File: src/rtl/counter_seq_ctrl.sv
// ---------------------------------------------------------------------------
// counter_seq_ctrl
//
// This block is the run-control sequencer for the 4-bit LED counter, which is
// built on REGISTER_CE. It converts debounced button levels into
// RUN/PAUSE/STEP/CLEAR/DIRECTION commands and generates a prescaled tick at a
// selectable rate. It also drives the clock-enable, synchronous clear and
// count direction of the counter register.
//
// Optional feature, selected by the macro COUNTER_SEQ_CTRL_LIMIT_EN:
//   When the macro is defined, the block counts the count_ce pulses issued in
//   RUN. After LIMIT of them, the block drops into PAUSE.
//
// Parameters:
//   CLK_FREQ    input clock frequency in Hz
//   TICK_HZ     base tick rate in Hz at rate_sel = 0
//   LIMIT       run-length limit (exists only with COUNTER_SEQ_CTRL_LIMIT_EN)
//
// Ports:
//   clk         system clock
//   rst         synchronous, active-high reset
//   btn_run     debounced level; a rising edge issues RUN
//   btn_pause   a rising edge issues PAUSE
//   btn_step    a rising edge issues a single step (only in PAUSE)
//   btn_clear   a rising edge issues CLEAR
//   btn_dir     a rising edge toggles the count direction
//   rate_sel    tick period = BASE_PERIOD >> rate_sel
//   count_ce    one-cycle enable to the counter register
//   count_clr   one-cycle synchronous clear to the counter register
//   count_up    1 = increment, 0 = decrement
//   state       00 IDLE, 01 RUN, 10 PAUSE
//   tick        one-cycle prescaler terminal pulse (debug)
// ---------------------------------------------------------------------------
module counter_seq_ctrl #(
   parameter int unsigned CLK_FREQ = 125000000,
   parameter int unsigned TICK_HZ  = 1
`ifdef COUNTER_SEQ_CTRL_LIMIT_EN
   ,
   parameter int unsigned LIMIT    = 16
`endif
) (
   input  logic       clk,
   input  logic       rst,
   input  logic       btn_run,
   input  logic       btn_pause,
   input  logic       btn_step,
   input  logic       btn_clear,
   input  logic       btn_dir,
   input  logic [1:0] rate_sel,
   output logic       count_ce,
   output logic       count_clr,
   output logic       count_up,
   output logic [1:0] state,
   output logic       tick
);

   localparam int unsigned BASE_PERIOD = CLK_FREQ / TICK_HZ;
   localparam int unsigned PS_W        = $clog2(BASE_PERIOD);
   // The period itself can equal 2**PS_W, so it needs one extra bit.
   localparam int unsigned P_W         = PS_W + 1;

   // At rate_sel = 3, the shifted period must stay at or above 1 cycle.
   if (BASE_PERIOD < 8) begin : g_bad_period
      $error("counter_seq_ctrl: CLK_FREQ/TICK_HZ must be >= 8");
   end

   typedef enum logic [1:0] {
      ST_IDLE  = 2'b00,
      ST_RUN   = 2'b01,
      ST_PAUSE = 2'b10
   } state_t;

   state_t          r_state;
   logic [PS_W-1:0] r_ps;
   logic [1:0]      r_rate_q;
   logic            r_run_q;
   logic            r_pause_q;
   logic            r_step_q;
   logic            r_clear_q;
   logic            r_dir_q;
   logic            r_ce;
   logic            r_clr;
   logic            r_up;
   logic            r_tick;

   logic            w_edge_run;
   logic            w_edge_pause;
   logic            w_edge_step;
   logic            w_edge_clear;
   logic            w_edge_dir;
   logic            w_cmd_clear;
   logic            w_cmd_pause;
   logic            w_cmd_run;
   logic            w_cmd_step;
   logic [P_W-1:0]  w_period;
   logic [PS_W-1:0] w_term_val;
   logic            w_rate_chg;
   logic            w_ps_over;
   logic            w_term;
   logic            w_step_ok;
   logic            w_limit_hit;

   // Rising-edge detection on the debounced button levels
   assign w_edge_run   = btn_run   & ~r_run_q;
   assign w_edge_pause = btn_pause & ~r_pause_q;
   assign w_edge_step  = btn_step  & ~r_step_q;
   assign w_edge_clear = btn_clear & ~r_clear_q;
   assign w_edge_dir   = btn_dir   & ~r_dir_q;

   // Only one command is accepted per cycle: clear > pause > run > step
   assign w_cmd_clear = w_edge_clear;
   assign w_cmd_pause = w_edge_pause & ~w_edge_clear;
   assign w_cmd_run   = w_edge_run   & ~w_edge_clear & ~w_edge_pause;
   assign w_cmd_step  = w_edge_step  & ~w_edge_clear & ~w_edge_pause & ~w_edge_run;

   // Prescaler period and terminal detection
   assign w_period   = P_W'(BASE_PERIOD) >> rate_sel;
   assign w_term_val = PS_W'(w_period - P_W'(1));
   assign w_rate_chg = (rate_sel != r_rate_q);
   assign w_ps_over  = ({1'b0, r_ps} >= w_period);
   // A rate change restarts the period, so that cycle can never tick
   assign w_term     = (r_state == ST_RUN) & ~w_rate_chg & (r_ps == w_term_val);
   assign w_step_ok  = (r_state == ST_PAUSE) & w_cmd_step;

`ifdef COUNTER_SEQ_CTRL_LIMIT_EN
   localparam int unsigned RC_W = $clog2(LIMIT + 1);

   logic [RC_W-1:0] r_rc;
   logic [RC_W-1:0] w_rc_next;

   assign w_rc_next   = r_rc + RC_W'(1);
   // A tick in RUN issues a count_ce unless a clear suppresses it
   assign w_limit_hit = w_term & ~w_cmd_clear & (w_rc_next == RC_W'(LIMIT));

   // Run-length counter: counts only the count_ce pulses that come from RUN ticks
   always_ff @(posedge clk) begin
      if (rst) begin
         r_rc <= '0;
      end else if (w_cmd_clear) begin
         r_rc <= '0;
      end else if (w_term) begin
         r_rc <= w_limit_hit ? '0 : w_rc_next;
      end
   end
`else
   assign w_limit_hit = 1'b0;
`endif

   // Sequencer: FSM, prescaler, edge flops and registered outputs
   always_ff @(posedge clk) begin
      if (rst) begin
         r_state   <= ST_IDLE;
         r_ps      <= '0;
         r_rate_q  <= '0;
         r_run_q   <= 1'b0;
         r_pause_q <= 1'b0;
         r_step_q  <= 1'b0;
         r_clear_q <= 1'b0;
         r_dir_q   <= 1'b0;
         r_ce      <= 1'b0;
         r_clr     <= 1'b0;
         r_up      <= 1'b1;
         r_tick    <= 1'b0;
      end else begin
         r_run_q   <= btn_run;
         r_pause_q <= btn_pause;
         r_step_q  <= btn_step;
         r_clear_q <= btn_clear;
         r_dir_q   <= btn_dir;
         r_rate_q  <= rate_sel;

         // A clear pulse masks any coincident tick or step
         r_clr  <= w_cmd_clear;
         r_ce   <= ~w_cmd_clear & (w_term | w_step_ok);
         r_tick <= ~w_cmd_clear & w_term;

         // The counter consumes count_ce together with the current count_up
         if (w_edge_dir) begin
            r_up <= ~r_up;
         end

         // The prescaler advances only in RUN, so a pause keeps the partial period
         if (w_cmd_clear) begin
            r_ps <= '0;
         end else if (r_state == ST_RUN) begin
            if (w_rate_chg || w_ps_over || w_term) begin
               r_ps <= '0;
            end else begin
               r_ps <= r_ps + PS_W'(1);
            end
         end

         if (w_cmd_clear) begin
            r_state <= ST_IDLE;
         end else begin
            case (r_state)
               ST_IDLE: begin
                  if (w_cmd_run) begin
                     r_state <= ST_RUN;
                  end
               end
               ST_RUN: begin
                  if (w_cmd_pause || w_limit_hit) begin
                     r_state <= ST_PAUSE;
                  end
               end
               ST_PAUSE: begin
                  if (w_cmd_run) begin
                     r_state <= ST_RUN;
                  end
               end
               default: begin
                  r_state <= ST_IDLE;
               end
            endcase
         end
      end
   end

   assign count_ce  = r_ce;
   assign count_clr = r_clr;
   assign count_up  = r_up;
   assign state     = r_state;
   assign tick      = r_tick;

endmodule

File: config.mk
export PLATFORM = sky130hd
export DESIGN_NAME = counter_seq_ctrl
export DESIGN_NICKNAME = d
export VERILOG_FILES = /design/src/rtl/counter_seq_ctrl.sv
export SDC_FILE = /design/constraint.sdc
export NUM_CORES = 1
export LEC_CHECK = 0
export BUFFER_PORTS_ARGS = -buffer_cell sky130_fd_sc_hd__buf_2
export CAP_MARGIN = 10
export CORE_MARGIN = 3
export CORE_UTILIZATION = 66
export CTS_BUF_LIST = sky130_fd_sc_hd__clkbuf_8 sky130_fd_sc_hd__clkbuf_16
export CTS_CLUSTER_DIAMETER = 40
export CTS_CLUSTER_SIZE = 40
export DETAILED_ROUTE_END_ITERATION = 6
export PLACE_DENSITY = 0.85
export SYNTH_ARGS = -nofsm -noshare
export SYNTH_HDL_FRONTEND = slang
export SYNTH_SLANG_ARGS = --single-unit
File: constraint.sdc
create_clock -name clk -period 5 [get_ports clk]
set_input_delay 0.5 -clock clk [delete_from_list [all_inputs] [get_ports clk]]
set_output_delay 0.5 -clock clk [all_outputs]
set_load 0.005 [all_outputs]
### Yosys cells after proc, flatten, opt, wreduce, memory -nomap -nowiden

Index checks and enable logic that the tools add are counted.

| storage, ports and cells | value |
|---|---|
| memories | 0 |
| bits in latches | 0 |
| memory bits (writable) | 0 |
| logic and storage cells | 59 |
| bits in read-only memories | 0 |
| output and inout port bits | 6 |
| register bits | 40 |
| input bits | 9 |

| operators by class | value |
|---|---|
| multiplexer cells | 4 |
| shifts and indexed selects | 1 |
| bitwise logic cells | 27 |
| reduce and logical (&&, ||, !) cells | 6 |
| equal/unequal tests | 6 |
| div/mod/pow operators | 0 |
| multiply operators | 0 |
| $lt $le $gt $ge | 1 |
| $add $sub $neg | 2 |

Operators with widths:

| cell | number |
|---|---|
| $ge A27 B28 Y1 | 1 |
| $shr A27 B2 Y28 const A | 1 |
| $add A27 B1 Y27 const B | 1 |
| $eq A27 B27 Y1 | 1 |
| $mux W27 | 1 |
| $sub A27 B1 Y27 const B | 1 |
| $and A1 B1 Y1 | 16 |
| $not A1 Y1 | 10 |
| $mux W2 | 2 |
| $pmux W2 S2 | 1 |
| $reduce_or A2 Y1 | 2 |
| $eq A2 B1 Y1 const B | 1 |
| $eq A2 B2 Y1 const B | 1 |
| $logic_not A2 Y1 | 1 |
| $logic_or A1 B1 Y1 | 2 |
| $ne A2 B1 Y1 const B | 1 |
| $ne A2 B2 Y1 | 1 |
| $ne A2 B2 Y1 const B | 1 |
| $reduce_and A2 Y1 | 1 |
| $or A1 B1 Y1 | 1 |

### Longest topological paths before layout

| logic depth | value |
|---|---|
| depth in word-level cells | 9 |
| depth in mapped cells | 11 |
| depth with buffers taken out | 10 |

### Worst setup path after synthesis

OpenSTA, ideal clock, no wires.

| path | value |
|---|---|
| kind | input -> register |
| start | in rate_sel[0] |
| end | reg r_ps[23] |
| library setup time | 0.119 ns |
| path slack | 2.428 ns |
| data arrival time | 2.453 ns |
| path buffers | 1 |
| required time | 4.881 ns |
| stages on the path | 11 |
| path through | inv_1 > ha_1 > inv_1 > ha_1 > nand3_1 > nor3_1 > nand3_1 > o22a_1 > a31oi_4 > buf_6 > nor3_1 |

| on the way | value |
|---|---|
| word-level cells in the longest chain between the ends | 6 |
| elaborated cells between the ends (all ways) | 11 |
| classes of those cells | add/sub (1); order compare (1); eq/ne (2); shift (1); mux (1); bitwise (3); reduce/logical (2) |

RTL lines:

| item | line | text |
|---|---|---|
| from (decl) | 49 | `input logic [1:0] rate_sel,` |
| $shr A27 B2 Y28 / $ne A2 B2 Y1 (equally long branches) | 117, 119 |  |
| $sub A27 B1 Y27 / $not A1 Y1 (equally long branches) | 118, 122 |  |
| $eq A27 B27 Y1 / $and A1 B1 Y1 (equally long branches) | 122 | `assign w_term = (r_state == ST_RUN) & ~w_rate_chg & (r_ps == w_term_val);` |
| $and A1 B1 Y1 | 122 |  |
| $logic_or A1 B1 Y1 (*) | 186 | `if (w_rate_chg \|\| w_ps_over \|\| w_term) begin` |
| $mux W27 (*) | 186 |  |
| to (signal assigned) | 189 | `r_ps <= r_ps + PS_W'(1);` |
| to (decl) | 74 | `logic [PS_W-1:0] r_ps;` |

Mark *: on every way between the ends. The rest lies on a longest branch, timed or not.
A chain may end at the register's enable or synchronous reset.

### Final worst setup path

| path | value |
|---|---|
| start | in rate_sel[1] |
| end | reg r_ps[5] |

Same word-level chain as after synthesis.

==> flow_summary.toml <==
[yosys]
synthMuxAreaShare_pct = 0.3802
synth-simple-area-share_pct = 29.71
synth-seq-cells = 40
syn-num-nets = 334
synthCells = 295
synth-edff-count = 0
synth_area_um2 = 2633
yosysSeqAreaShare_pct = 30.42
synth_compound_area_share_pct = 9.030
synthArstFlopShare_pct = 0
ys_warn_count = 0
ys_types = 51
ys.flop_type = "dfxtp_1"
synth_fa_ha_area_share_pct = 14.64
synth_top_family_by_area = "simple AND/OR/NAND/NOR gates"
synth-xor-area-share_pct = 11.98
syn_area_per_cell_um2 = 8.924

[power]
power_density_nw_per_um2 = 233.0
vdd_drop_max_mv = 0.2015
power_mw = 0.6556
power.leakage_nw = 1.152

[clock_tree]
root_buffer = "clkbuf_8"
clk_latency_ns = 0.30
ctsHtreeMaxLevel = 2
cts_resized = 0
cts_tree = "built"
cts_hold_buf = 0
clk_pin_slew_ns = 0.08
cts_setup_buffers = 0
numClockSinks = 40
clockBufferDepth = 2
cts_made_buffers = 5

[final_layout]
finalNetCount = 346
diodes = 0
regMostFlops = "r_ps"
area_delta_synth_final_pct = 6.892
drive_gt1_share_pct = 9.091
largest_register_ffs = 27

[floorplanning]
rows = 22
start_util_pct = 70.32
die_w_um = 69.16
die_h_um = 69.16
io_pins = 15
core_um2 = 3744
fp.dieArea_um2 = 4782

[global_route]
grt_pass1_vias = 2157
use_met1_pct = 36.47
met3_usage_pct = 4.082
antenna_found_initial = 0
grt-ovfl-total = 0
grt_first_pass_wirelength_um = 10310
grt_usage_pct = 26.60
grt_max_degree = 25
use_met2_pct = 41.63
top_usage_layer = "met2"

[timing]
rsz0062_at_grt = "false"
skew_ns = 0.002355
tightestPinTransition_ns = 0.7407
hold_viol_final = 0
min_period_ns = 3.252
fmax_ghz = 0.3075
fin_crit_sh_pct = 65.04
slew_headroom_pct = 50.57
drv_slew = 0
tns_ns = 0
setup_viol = 0

[drt]
wl_per_cell_um = 16.96
drc = 0
wl_um = 6036
dr.pass1.iters = 4
antenna_left = 0
viasPerCell = 6.110
vias = 2175
first_iter_violations = 196

[placed_design]
place.gp.congestion = 0.9775
io_buffers = 14
hpwlAfterDp_um = 4556

[flow_run]
maxCapViolations = 0

[setup_path]
worst_ep_required_time_ns = 5.15
path_class = "in2reg"
critPathMaxFanout = 24
cp-start-kind = "primary input"
end_kind = "register"
arrival_ns = 3.41

[min_path]
min-delay-path-class = "reg2reg"

[run_status]
status = "finished clean"
[final timing paths]
path / startpoint / endpoint / slack [ns] / cells past startpoint
hold / removal: r_clear_q / count_clr / 0.42 / 1
setup reg to reg: r_ps[3] / r_ps[20] / 2.35 / 7
setup / recovery: rate_sel[1] / r_ps[5] / 1.75 / 10
hold reg to reg: r_clear_q / count_clr / 0.42 / 1
[worst max-delay path, stage by stage]
cell and delay (ns):
buf_2 0.21, inv_1 0.20, ha_1 0.50, ha_1 0.38
nand4_1 0.11, nor3_1 0.32, a32oi_1 0.27, o21a_1 0.25
inv_1 0.54, nor3_1 0.12
[metrics by stage]
| step | instances | utilization (%) | setup slack [ns] | hold WS (ns) | instance area, µm² |
|---|---|---|---|---|---|
| after floorplan | 295 | - | 2.428 | 0.3924 | 2633 |
| after global placement | 348 | 72.19 | 1.564 | 0.4076 | 2703 |
| after detailed placement | 348 | 72.19 | 1.498 | 0.4109 | 2703 |
| after CTS | 356 | 75.17 | 1.814 | 0.4170 | 2814 |
| after global routing | 356 | 75.17 | 1.445 | 0.4443 | 2814 |
| final | 356 | 75.17 | 1.748 | 0.4196 | 2814 |
[power by group]
group | internal, mW | switching [mW]
Sequential | 0.323 | 0.00236
Combinational | 0.0260 | 0.0430
Clock | 0.148 | 0.113
Total | 0.497 | 0.159
[kinds of logic (layout without fill, tap and decap cells)]
group	count (synthesis)	count (layout)
buf+inv	20	33
compound gates	31	31
flops	40	40
mux	1	1
xor+xnor	36	36
fa+ha+maj	31	31
simple gates	136	136
[cell usage after synthesis (all sizes together), types with 9 or more instances]
master	n	area, µm²
dfxtp	40	800.8
ha	30	375.4
inv	11	41.29
nand2	11	41.29
nand3	18	90.09
nand4	17	112.6
nor2	20	75.07
nor2b	9	56.30
nor3	28	140.1
xnor2	20	175.2
xor2	16	140.1
[per-layer routing]
layer / vias to the layer above / share of wire (%)
met3: 15 / 5.7
met4: 0 / 2.4
met1: 1005 / 45
met2: 66 / 47
met5: - / 0
li1: 1089 / -
[final cells by class]
class	count	area [µm²]
multi-input cells	235	1730
fillers	317	929.6
flip-flops and latches	40	800.8
repair buffers	14	70.07
clock buffers	5	68.82
well taps	48	60.06
clock inverters	3	42.54
inverters	11	41.29
[cell usage in the layout (no fill, tap or decap), types with 2 or more instances in the layout]
cell type  netlist  layout
nor3b_1          4       4
buf_2            2      14
and2_1           2       2
xor2_1          16      16
clkbuf_8         0       5
nand2_1         11      11
nand3_1         18      18
nor2b_1          9       9
nor2_1          20      20
a21o_1           5       5
xnor2_1         20      20
and4_1           3       3
o21a_1           3       3
nand4_1         16      16
inv_1           11      11
and3_1           4       4
o22ai_1          2       2
and3b_1          3       3
dfxtp_1         40      40
a21oi_1          6       6
nand2b_1         6       6
o21ai_0          3       3
and4b_1          3       3
ha_1            30      30
nor3_1          28      28
(Power assumes the default switching activity.)
